==> config.mk <==
export PLATFORM = sky130hd
export DESIGN_NAME = maze_port_arbiter
export DESIGN_NICKNAME = d
export VERILOG_FILES = /design/src/rtl/maze_port_arbiter.sv
export SDC_FILE = /design/constraint.sdc
export NUM_CORES = 1
export LEC_CHECK = 0
export ABC_AREA = 1
export ABC_CLOCK_PERIOD_IN_PS = 1180
export CAP_MARGIN = 20
export CORE_UTILIZATION = 40
export DETAILED_ROUTE_END_ITERATION = 8
export GPL_TIMING_DRIVEN = 0
export PLACE_DENSITY = 0.84
export SLEW_MARGIN = 5
export SYNTH_ARGS = -nofsm -noshare
export SYNTH_HDL_FRONTEND = slang
export SYNTH_SLANG_ARGS = --single-unit
==> constraint.sdc <==
create_clock -name clk -period 1.18 [get_ports clk]
set_input_delay 0.295 -clock clk [delete_from_list [all_inputs] [get_ports clk]]
set_output_delay 0.295 -clock clk [all_outputs]
set_load 0.03 [all_outputs]
==> src/rtl/maze_port_arbiter.sv <==
// Shares one maze memory port between two walker requesters (cell read / visited-mark write).
// Round-robin by default; define MAZE_ARB_FIXED_PRIO_EN for fixed priority with requester 0 winning ties.
module maze_port_arbiter #(
  parameter int maze_width = 6,
  parameter int cnt_width  = 8
) (
  input  logic                  clk,
  input  logic                  rst,
  input  logic                  req0,
  input  logic                  req1,
  input  logic [maze_width-1:0] row0,
  input  logic [maze_width-1:0] col0,
  input  logic [maze_width-1:0] row1,
  input  logic [maze_width-1:0] col1,
  input  logic                  wr0,
  input  logic                  wr1,
  output logic                  gnt0,
  output logic                  gnt1,
  output logic                  rvalid0,
  output logic                  rvalid1,
  output logic                  rdata,
  output logic [maze_width-1:0] row,
  output logic [maze_width-1:0] col,
  output logic                  maze_oe,
  output logic                  maze_we,
  input  logic                  maze_in,
  output logic [cnt_width-1:0]  grant_cnt0,
  output logic [cnt_width-1:0]  grant_cnt1,
  output logic                  busy
);
  typedef enum logic [1:0] {IDLE, ISSUE, RESP} state_t;

  state_t                r_state, w_state_nxt;
  logic                  r_last, r_wr, r_busy, r_rdata;
  logic                  r_gnt0, r_gnt1, r_rv0, r_rv1, r_oe, r_we;
  logic [maze_width-1:0] r_row, r_col;
  logic [cnt_width-1:0]  r_cnt0, r_cnt1;

  logic                  w_any, w_win, w_wr_sel, w_take;
  logic [maze_width-1:0] w_row_sel, w_col_sel;
  logic                  w_gnt0_nxt, w_gnt1_nxt, w_rv0_nxt, w_rv1_nxt, w_oe_nxt, w_we_nxt;

  always_comb begin
    w_any = req0 | req1;
`ifdef MAZE_ARB_FIXED_PRIO_EN
    w_win = ~req0;
`else
    // On a tie the requester that did not win last time goes next.
    w_win = (req0 & req1) ? ~r_last : req1;
`endif
    w_wr_sel  = w_win ? wr1  : wr0;
    w_row_sel = w_win ? row1 : row0;
    w_col_sel = w_win ? col1 : col0;
  end

  always_comb begin
    w_state_nxt = r_state;
    w_take      = 1'b0;
    w_gnt0_nxt  = 1'b0;
    w_gnt1_nxt  = 1'b0;
    w_rv0_nxt   = 1'b0;
    w_rv1_nxt   = 1'b0;
    w_oe_nxt    = 1'b0;
    w_we_nxt    = 1'b0;
    case (r_state)
      IDLE: begin
        if (w_any) begin
          w_take      = 1'b1;
          w_state_nxt = ISSUE;
          w_gnt0_nxt  = ~w_win;
          w_gnt1_nxt  = w_win;
          w_oe_nxt    = ~w_wr_sel;
          w_we_nxt    = w_wr_sel;
        end
      end
      ISSUE: w_state_nxt = r_wr ? IDLE : RESP;
      RESP: begin
        w_state_nxt = IDLE;
        w_rv0_nxt   = ~r_last;
        w_rv1_nxt   = r_last;
      end
      default: w_state_nxt = IDLE;
    endcase
  end

  always_ff @(posedge clk) begin
    if (rst) begin
      r_state <= IDLE;
      r_last  <= 1'b1;
      r_wr    <= 1'b0;
      r_busy  <= 1'b0;
      r_rdata <= 1'b0;
      r_gnt0  <= 1'b0;
      r_gnt1  <= 1'b0;
      r_rv0   <= 1'b0;
      r_rv1   <= 1'b0;
      r_oe    <= 1'b0;
      r_we    <= 1'b0;
      r_row   <= '0;
      r_col   <= '0;
      r_cnt0  <= '0;
      r_cnt1  <= '0;
    end else begin
      r_state <= w_state_nxt;
      r_busy  <= (w_state_nxt != IDLE);
      r_gnt0  <= w_gnt0_nxt;
      r_gnt1  <= w_gnt1_nxt;
      r_rv0   <= w_rv0_nxt;
      r_rv1   <= w_rv1_nxt;
      r_oe    <= w_oe_nxt;
      r_we    <= w_we_nxt;
      // Counters advance on the same edge that raises gnt, so they line up with it.
      if (w_take) begin
        r_last <= w_win;
        r_wr   <= w_wr_sel;
        r_row  <= w_row_sel;
        r_col  <= w_col_sel;
        if (!w_win && (r_cnt0 != {cnt_width{1'b1}}))
          r_cnt0 <= r_cnt0 + cnt_width'(1);
        if (w_win && (r_cnt1 != {cnt_width{1'b1}}))
          r_cnt1 <= r_cnt1 + cnt_width'(1);
      end
      if (r_state == RESP)
        r_rdata <= maze_in;
    end
  end

  assign gnt0       = r_gnt0;
  assign gnt1       = r_gnt1;
  assign rvalid0    = r_rv0;
  assign rvalid1    = r_rv1;
  assign rdata      = r_rdata;
  assign row        = r_row;
  assign col        = r_col;
  assign maze_oe    = r_oe;
  assign maze_we    = r_we;
  assign grant_cnt0 = r_cnt0;
  assign grant_cnt1 = r_cnt1;
  assign busy       = r_busy;
endmodule

==> results of run 1 <==
[cell families after synthesis]
family / count (synthesis) / synth area share, %
simple gates: 128 / 32.0
compound gates: 43 / 14.9
flops: 40 / 44.0
buf+inv: 23 / 5.77
xor+xnor: 4 / 1.92
fa+ha+maj: 2 / 1.37
[worst max-delay path: stages, from the launching register on]
cell,delay (ps)
dfxtp_4,380
ha_4,150
nand2_4,50
nor2_4,120
nand2_4,90
nand2_8,110
inv_8,60
nor2_1,130
nor2_1,80
[metrics by stage]
stage	util, %	instance area, µm²	power (mW)	setup TNS, ps
after global placement	60.4	2630	2.37	-19740
after CTS	63.5	2760	3.50	-538
final	66.6	2900	3.55	-838
after floorplan	-	1900	2.04	-618
after global routing	66.6	2900	3.69	-1770
after detailed placement	60.4	2630	2.39	-21260
[repair_timing]
action | 4_1_cts | 5_1_grt
buffers inserted | 12 | 4
gates cloned | 1 | 0
setup endpoints to repair | 74 | 37
pin swaps | 17 | 11
gates resized for setup | 221 | 32
[state kept, by name, indices dropped and copies added (netlist names)]
signal	cells
busy	1
col	6
gnt0	1
gnt1	1
grant_cnt0	8
grant_cnt1	8
maze_oe	1
maze_we	1
r_last	1
r_state	2
r_wr	1
rdata	1
row	6
rvalid0	1
rvalid1	1
[per-layer routing]
| metal | wire, µm | share of wire (%) | global-route usage [%] |
|---|---|---|---|
| met3 | 415 | 8.2 | 7.41 |
| met1 | 1950 | 39 | 21.0 |
| met5 | 0 | 0 | 0 |
| met2 | 2550 | 51 | 35.6 |
| met4 | 117 | 2.3 | 10.2 |
[placed cells by master, fill, tap and decap left out, types with 9 or more instances in the layout]
cell type	instances
nand2_1	59
clkdlybuf4s50_1	27
buf_4	26
nor2_1	24
buf_2	22
dfxtp_1	20
dfxtp_2	12
inv_1	9
[synth_stat cells (5+ instances only)]
| library cell | number |
|---|---|
| a21oi_1 | 12 |
| nand3_1 | 7 |
| o21ai_1 | 9 |
| o21ai_0 | 9 |
| inv_1 | 11 |
| a31oi_1 | 6 |
| nor3_1 | 5 |
| a31oi_2 | 6 |
| nor2_1 | 27 |
| nand2_1 | 70 |
| dfxtp_1 | 40 |
[power by group through the flow]
stage,clock (mW),sequential (mW),combinational [mW]
global placement,0,1.55,0.819
finish,1.08,1.52,0.949
floorplan,0,1.72,0.322
detailed placement,0,1.56,0.837
CTS,1.10,1.52,0.876
global route,1.15,1.53,1.01
[path summary, 6_finish.rpt]
| check | slack (ps) | endpoint |
|---|---|---|
| max reg2reg | -110 | grant_cnt1[0] |
| max | -110 | grant_cnt1[0] |
| min reg2reg | 500 | grant_cnt0[7] |
| min | 450 | grant_cnt0[0] |
[area by class of cell]
cell class | count | area (µm²) | share of cell area, %
clock inverters | 2 | 15.0 | 0.518
inverters | 16 | 67.6 | 2.33
plain buffers | 7 | 48.8 | 1.68
flip-flops and latches | 40 | 846 | 29.2
well taps | 52 | 65.1 | 2.24
repair buffers | 83 | 683 | 23.6
clock buffers | 6 | 93.8 | 3.24
multi-input cells | 177 | 1080 | 37.3
==> impl_summary.md, run 1 <==
Floorplanning
The region available for standard cell placement spans 4350 µm². The die area is 4820 µm². The floorplan step set the die width to 69.5 µm. Measured along the y axis, the die boundary spans 69.5 µm. The total number of placement rows is 24. Once the floorplan was initialized, standard cells occupied 41.8% of the core. The number of placed I/O pins is 67.

Logic synthesis
Summing the sequential cell areas from Yosys gives 44.0% of the chip area. The number of warnings issued by yosys is 0. The count of mapped cells out of synthesis is 240.

The synthesized area per cell is 7.59 µm². The number of enable-type register cells in the synthesized netlist is 0. For this run, the leading register cell type out of synthesis is dfxtp_1. The number of synthesized register bits is 40. The async set-or-reset flop fraction in the synthesized netlist is 0%. Summed over all instances, the cell type with the most area after synthesis is dfxtp_1.

The netlist uses 29 different library cells. The post-synthesis cell area is 1820 µm². When the netlist entered floorplanning its net count stood at 273. The share of the synthesized area in the top cell type is 44.0%. Sorting the synthesized cells by area gives the leading types as dfxtp_1 (44%), nand2_1 (14%), nor2_1 (5.6%).

Clock tree
The H-tree generated during clock tree synthesis spans 2 levels. The master cell of the clock root buffer is clkbuf_8. In this run, post-CTS hold repair placed 0 buffers.

The TritonCTS clock tree is yes. The number of clock sinks seen by CTS is 40. The number of clock buffers inserted by TritonCTS is 5. The longest clock path from root to sink contains 2 buffers.

The clock reaches the later pin of the worst-skew pair after 300 ps. The clock slew seen by the registers of the worst setup and hold paths is 80 ps.

STA
Setup repair after global routing could not meet its margin everywhere. The routed design could run at a clock period as short as 1290 ps. The period utilization is 109%. Once routing completed, OpenROAD measured the worst setup slack at -111 ps. The max-slew violation total from the final report is 0. Static timing analysis puts the maximum clock frequency at 775 MHz. The final hold violation count was 0.

At the pin with the least slew margin, the transition time is 602 ps. The number of failing setup endpoints in the final timing report is 15. The worst hold slack is 445 ps. The worst pin sits at a relative slew slack of 59.9%. The clock arrives with 4.57 ps of skew.

Setup path
The category of the critical setup timing path is reg2reg. For the worst setup path, the data required time is 1380 ps. STA puts the critical path data arrival time at 1490 ps. In this run the worst path has a maximum fanout of 8. The kind of end point of the critical path is a flip-flop. In this run the critical register-to-register path is launched from grant_cnt1[0].

Measured in cells, the most critical reg-to-reg path has a length of 8. The launching element of the worst setup path is grant_cnt1[0]. The type of element launching the critical path is a flip-flop.

Drt
The detailed-route wire length is 5.03 mm. The number of DRC violations after detailed routing is 0. The wire length per cell after detailed routing is 13.1 µm. Once detail routing completed, the nets flagged for antenna violations numbered 0. The via count is 1,936. The iteration count of the initial detailed-routing pass is 4. The via count normalized by instance count is 5.05.

In this run, the number of DRC markers left after iteration 0 of detailed routing was 54.

Global routing
In the global route stage, overall resource usage came out at 20.2%. The pin count of the biggest net entering global routing is 15. The residual overflow from global routing is 0. The number of global-route vias before repair came to 1,765. The initial antenna violation count is 0. The global-route wire length before repair is 7.78 mm.

Flow run
Across the run, the number of max-cap violations was 0.

Power
The cell-internal power is 2.41 mW. The static leakage is 1.31 nW. The share of total power dissipated in sequential elements is 42.8%. In this run the power density over the cells is 1220 nW/µm².

In this run, the combinational gates consume 26.7% of the power. The fraction of power spent switching nets is 32.1%. Summed over all nets, the switching power comes to 1.14 mW. VDD sags by at most 0.701 mV.

The clock network accounts for 30.4% of the total power.

Finish
The count of nets after finishing is 363. The share of cells above drive strength 1 is 43.2%. The filler cell count is 383.

After the flow finishes, the layout carries non-filler instances totaling 383. The number of antenna cells inserted is 0. The area overhead of the layout relative to synthesis is 59.3%.

Min path
Counting instances, the worst hold path has a depth of 2. The tightest min-delay check is of the in2reg type. The startpoint identified for the worst hold timing path is rst.

Outcome
The checks that failed: setup timing. The run finished, with violations left.

Place
The number of buffer cells added on primary ports is 66. The worst setup timing slack at the placement stage is -540 ps. After legalization and detailed placement, the total HPWL measured 3.39 mm.

In this run, placement finished with an instance count of 358. Routability-driven placement finished with a final weighted congestion of 0.788.
No activity file was read; power rests on OpenSTA's default activity.
==> run 2, diff against run 1 <==
--- a/config.mk
+++ b/config.mk
@@ -12,7 +12,7 @@
 export DETAILED_ROUTE_END_ITERATION = 8
 export GPL_TIMING_DRIVEN = 0
 export PLACE_DENSITY = 0.84
-export SLEW_MARGIN = 5
+export SLEW_MARGIN = 20
 export SYNTH_ARGS = -nofsm -noshare
 export SYNTH_HDL_FRONTEND = slang
 export SYNTH_SLANG_ARGS = --single-unit
==> results of run 2 <==
The final DEF is identical to that of run 1; final timing and power are the same.
==> run 3, diff against run 2 <==
--- a/config.mk
+++ b/config.mk
@@ -8,10 +8,11 @@
 export ABC_AREA = 1
 export ABC_CLOCK_PERIOD_IN_PS = 1180
 export CAP_MARGIN = 20
-export CORE_UTILIZATION = 40
+export CORE_UTILIZATION = 41
+export CTS_BUF_LIST = sky130_fd_sc_hd__clkbuf_2
 export DETAILED_ROUTE_END_ITERATION = 8
 export GPL_TIMING_DRIVEN = 0
-export PLACE_DENSITY = 0.84
+export PLACE_DENSITY = 0.86
 export SLEW_MARGIN = 20
 export SYNTH_ARGS = -nofsm -noshare
 export SYNTH_HDL_FRONTEND = slang
==> run 3 against run 2 <==
Effect of this change: the run still ends with setup timing left; total power shrank 2.9%; final area grew 12%; clock power decreased by 23%; global-route usage grew 2.7 points; wire length up 3.5%; hold slack got worse by 19 ps; sequential power about the same; setup slack got worse by 15 ps; via count increased by 2.8%; core utilization increased by 12 points; clock skew up 5.9 ps; die area is 2.4% lower; critical path type unchanged.
==> impl_summary.md, run 3 (synthesis results as in run 1) <==
Global routing
The number of global-route vias before repair is 1,862 (was 1,765). The initial antenna violation count is 0 (unchanged). The pin count of the biggest net entering global routing came to 14 (was 15). The global-route wire length before repair is 7.95 mm (was 7.78 mm). The residual overflow from global routing was 0 (unchanged). The total global-route track usage came to 23.0% (was 20.2%).

Setup path
The cell depth of the worst setup path is 7 (was 8). The data arrival time of the worst path is 1650 ps (was 1490 ps). The largest fanout of any net on the critical path is 3 (was 8). The library cell contributing the largest single delay on the critical path is dfxtp_4 (unchanged).

The length in cells of the worst reg-to-reg path came to 7 (was 8). The required time of the critical path was 1530 ps (was 1380 ps). The category of the critical setup timing path is reg2reg (unchanged). The top cell family by delay on the critical path was flip-flops (was simple AND/OR/NAND/NOR gates). The kind of end point of the critical path was a flip-flop (unchanged). The largest incremental delay on the critical path is 420 ps (was 380 ps). The type of element launching the critical path is a flip-flop (unchanged). The number of buffer and inverter instances along the worst setup path came to 1 (unchanged). Worst path cell trace: ha_4 > nand2_4 > nor2_4 > buf_4 > xor2_1 > nand2_1 > a21oi_2 (was ha_4 > nand2_4 > nor2_4 > nand2_4 > nand2_8 > inv_8 > nor2_1 > nor2_1).

Finish
The number of antenna cells inserted is 0 (unchanged). The area overhead of the layout relative to synthesis is 78.3% (was 59.3%). The share of the core filled with cells in the final layout is 78.3% (was 66.6%). The count of nets after finishing is 375 (was 363). Most used cells in the layout excluding fill and tap cells: nand2_1 (57), buf_6 (38), clkdlybuf4s50_1 (28) (was nand2_1 (59), clkdlybuf4s50_1 (27), buf_4 (26)). The final design area excluding fillers came to 3250 µm² (was 2900 µm²).

The filler cell count is 289 (was 383). The share of cells above drive strength 1 was 56.0% (was 43.2%). The leading cell type in the layout, fill and taps excluded is nand2_1 (unchanged).

STA
The max-slew violation total from the final report came to 0 (unchanged). The transition at the pin with the smallest max-transition slack is 356 ps (was 602 ps). The worst clock skew on the final layout came to 10.4 ps (was 4.57 ps). Setup repair after global routing missed its margin: true (unchanged). The shortest period the worst path allows is 1310 ps (was 1290 ps).

The post-layout worst setup margin is -126 ps (was -111 ps). The worst slew slack as a fraction of its limit is 76.3% (was 59.9%). The worst hold slack was 426 ps (was 445 ps).

The number of failing setup endpoints in the final timing report came to 61 (was 15). The maximum clock rate is 766 MHz (was 775 MHz). The period utilization is 111% (was 109%).

The final hold violation count was 0 (unchanged).

Floorplanning
The total number of placement rows was 23 (was 24). The die outline height is 68.6 µm (was 69.5 µm). The effective utilization at floorplan came to 43.9% (was 41.8%).

The number of placed I/O pins is 67 (unchanged). The die area is 4710 µm² (was 4820 µm²). The horizontal die dimension is 68.6 µm (was 69.5 µm). The core outline area was 4140 µm² (was 4350 µm²).

Min path
The kind of path behind the tightest hold check is in2reg (unchanged). The worst hold path depth is 3 (was 2).

Place
The sum of net half-perimeters after detailed placement is 3.41 mm (was 3.39 mm). The number of buffer cells added on primary ports is 66 (unchanged). The total placed instance area is 2630 µm² (about the same). The weighted congestion at the end of routability-driven global placement is 0.808 (was 0.788).

Clock tree
The clock latency of the later-clocked register in the worst-skew pair is 400 ps (was 300 ps). The number of clock sinks seen by CTS is 40 (unchanged). The TritonCTS clock tree is yes (unchanged). The master cell of the clock root buffer is clkbuf_2 (was clkbuf_8). The clock slew seen by the registers of the worst setup and hold paths is 210 ps (was 80 ps). The number of clock buffers inserted by TritonCTS is 5 (unchanged).

The maximum root-to-sink buffer count is 2 (unchanged). The quantity of hold-fixing buffers added after cts is 0 (unchanged). The H-tree depth is 2 (unchanged).

Drt
The number of DRC markers in iteration 0 was 97 (was 54). The number of DRC violations after detailed routing is 0 (unchanged). The iteration count of the initial detailed-routing pass came to 4 (unchanged). The wire length per cell after detailed routing is 13.3 µm (was 13.1 µm). The via count normalized by instance count is 5.07 (was 5.05). The detailed-route wire length came to 5.21 mm (was 5.03 mm).

The via count is 1,991 (was 1,936). The remaining antenna violation count after routing is 0 (unchanged).

Power
The total power divided by cell area is 1060 nW/µm² (was 1220 nW/µm²). The static leakage is 1.38 nW (was 1.31 nW). The total design power is 3.45 mW (was 3.55 mW). The maximum ir drop on the vdd rail is 0.644 mV (was 0.701 mV).

Outcome
Run status: finished with violations (unchanged). Violations in the final reports: setup timing (unchanged).

Flow run
The max-capacitance violation count is 0 (unchanged).
-- run 3: report_power, final --
part,internal (mW),switching (mW)
clock network,0.357,0.470
logic,0.506,0.566
registers,1.46,0.0897
-- run 3: worst paths after layout --
path / from / slack, ps / endpoint
worst max register to register: grant_cnt0[0] / -130 / grant_cnt0[4]
worst min register to register: r_wr / 510 / r_wr
worst min-delay path: row0[4] / 430 / row[4]
worst max-delay path: grant_cnt0[0] / -130 / grant_cnt0[4]
-- run 3: layout make-up --
cell class / instances / area (µm²) / share of cell area, %
multi-input cells: 177 / 1150 / 35.5
well taps: 50 / 62.6 / 1.93
clock inverters: 3 / 41.3 / 1.27
repair buffers: 95 / 963 / 29.7
inverters: 16 / 70.1 / 2.16
flip-flops and latches: 40 / 880 / 27.1
clock buffers: 5 / 25.0 / 0.771
plain buffers: 7 / 52.6 / 1.62
-- run 3: per-stage QoR --
step           setup slack (ps)  TNS, ps  cells
2_1_floorplan             -78.3     -618    240
3_5_place_dp               -545   -21900    356
4_1_cts                   -89.4    -2280    386
6_report                   -126    -2680    393
5_1_grt                    -201    -6550    393
3_3_place_gp               -501   -20640    356
-- run 3: routing by layer --
layer  GRT usage (%)  wire length, µm  part of all wire [%]  vias up
li1                -                -                     -      983
met4            5.47               29                  0.56        0
met1            24.0             2020                    39      932
met2            42.8             2810                    54       73
met5               0                0                     0        -
met3            8.72              352                   6.8        3
-- run 3: worst min-delay path, cell delays in order --
cell	delay [ps]
clkdlybuf4s50_1	400
nand2_1	70
a31oi_1	70
-- run 3: repair_timing --
action,in CTS,in global routing
setup endpoints to repair,66,66
gates resized for setup,305,44
buffers inserted,21,7
pin swaps,11,24
gates cloned,1,0
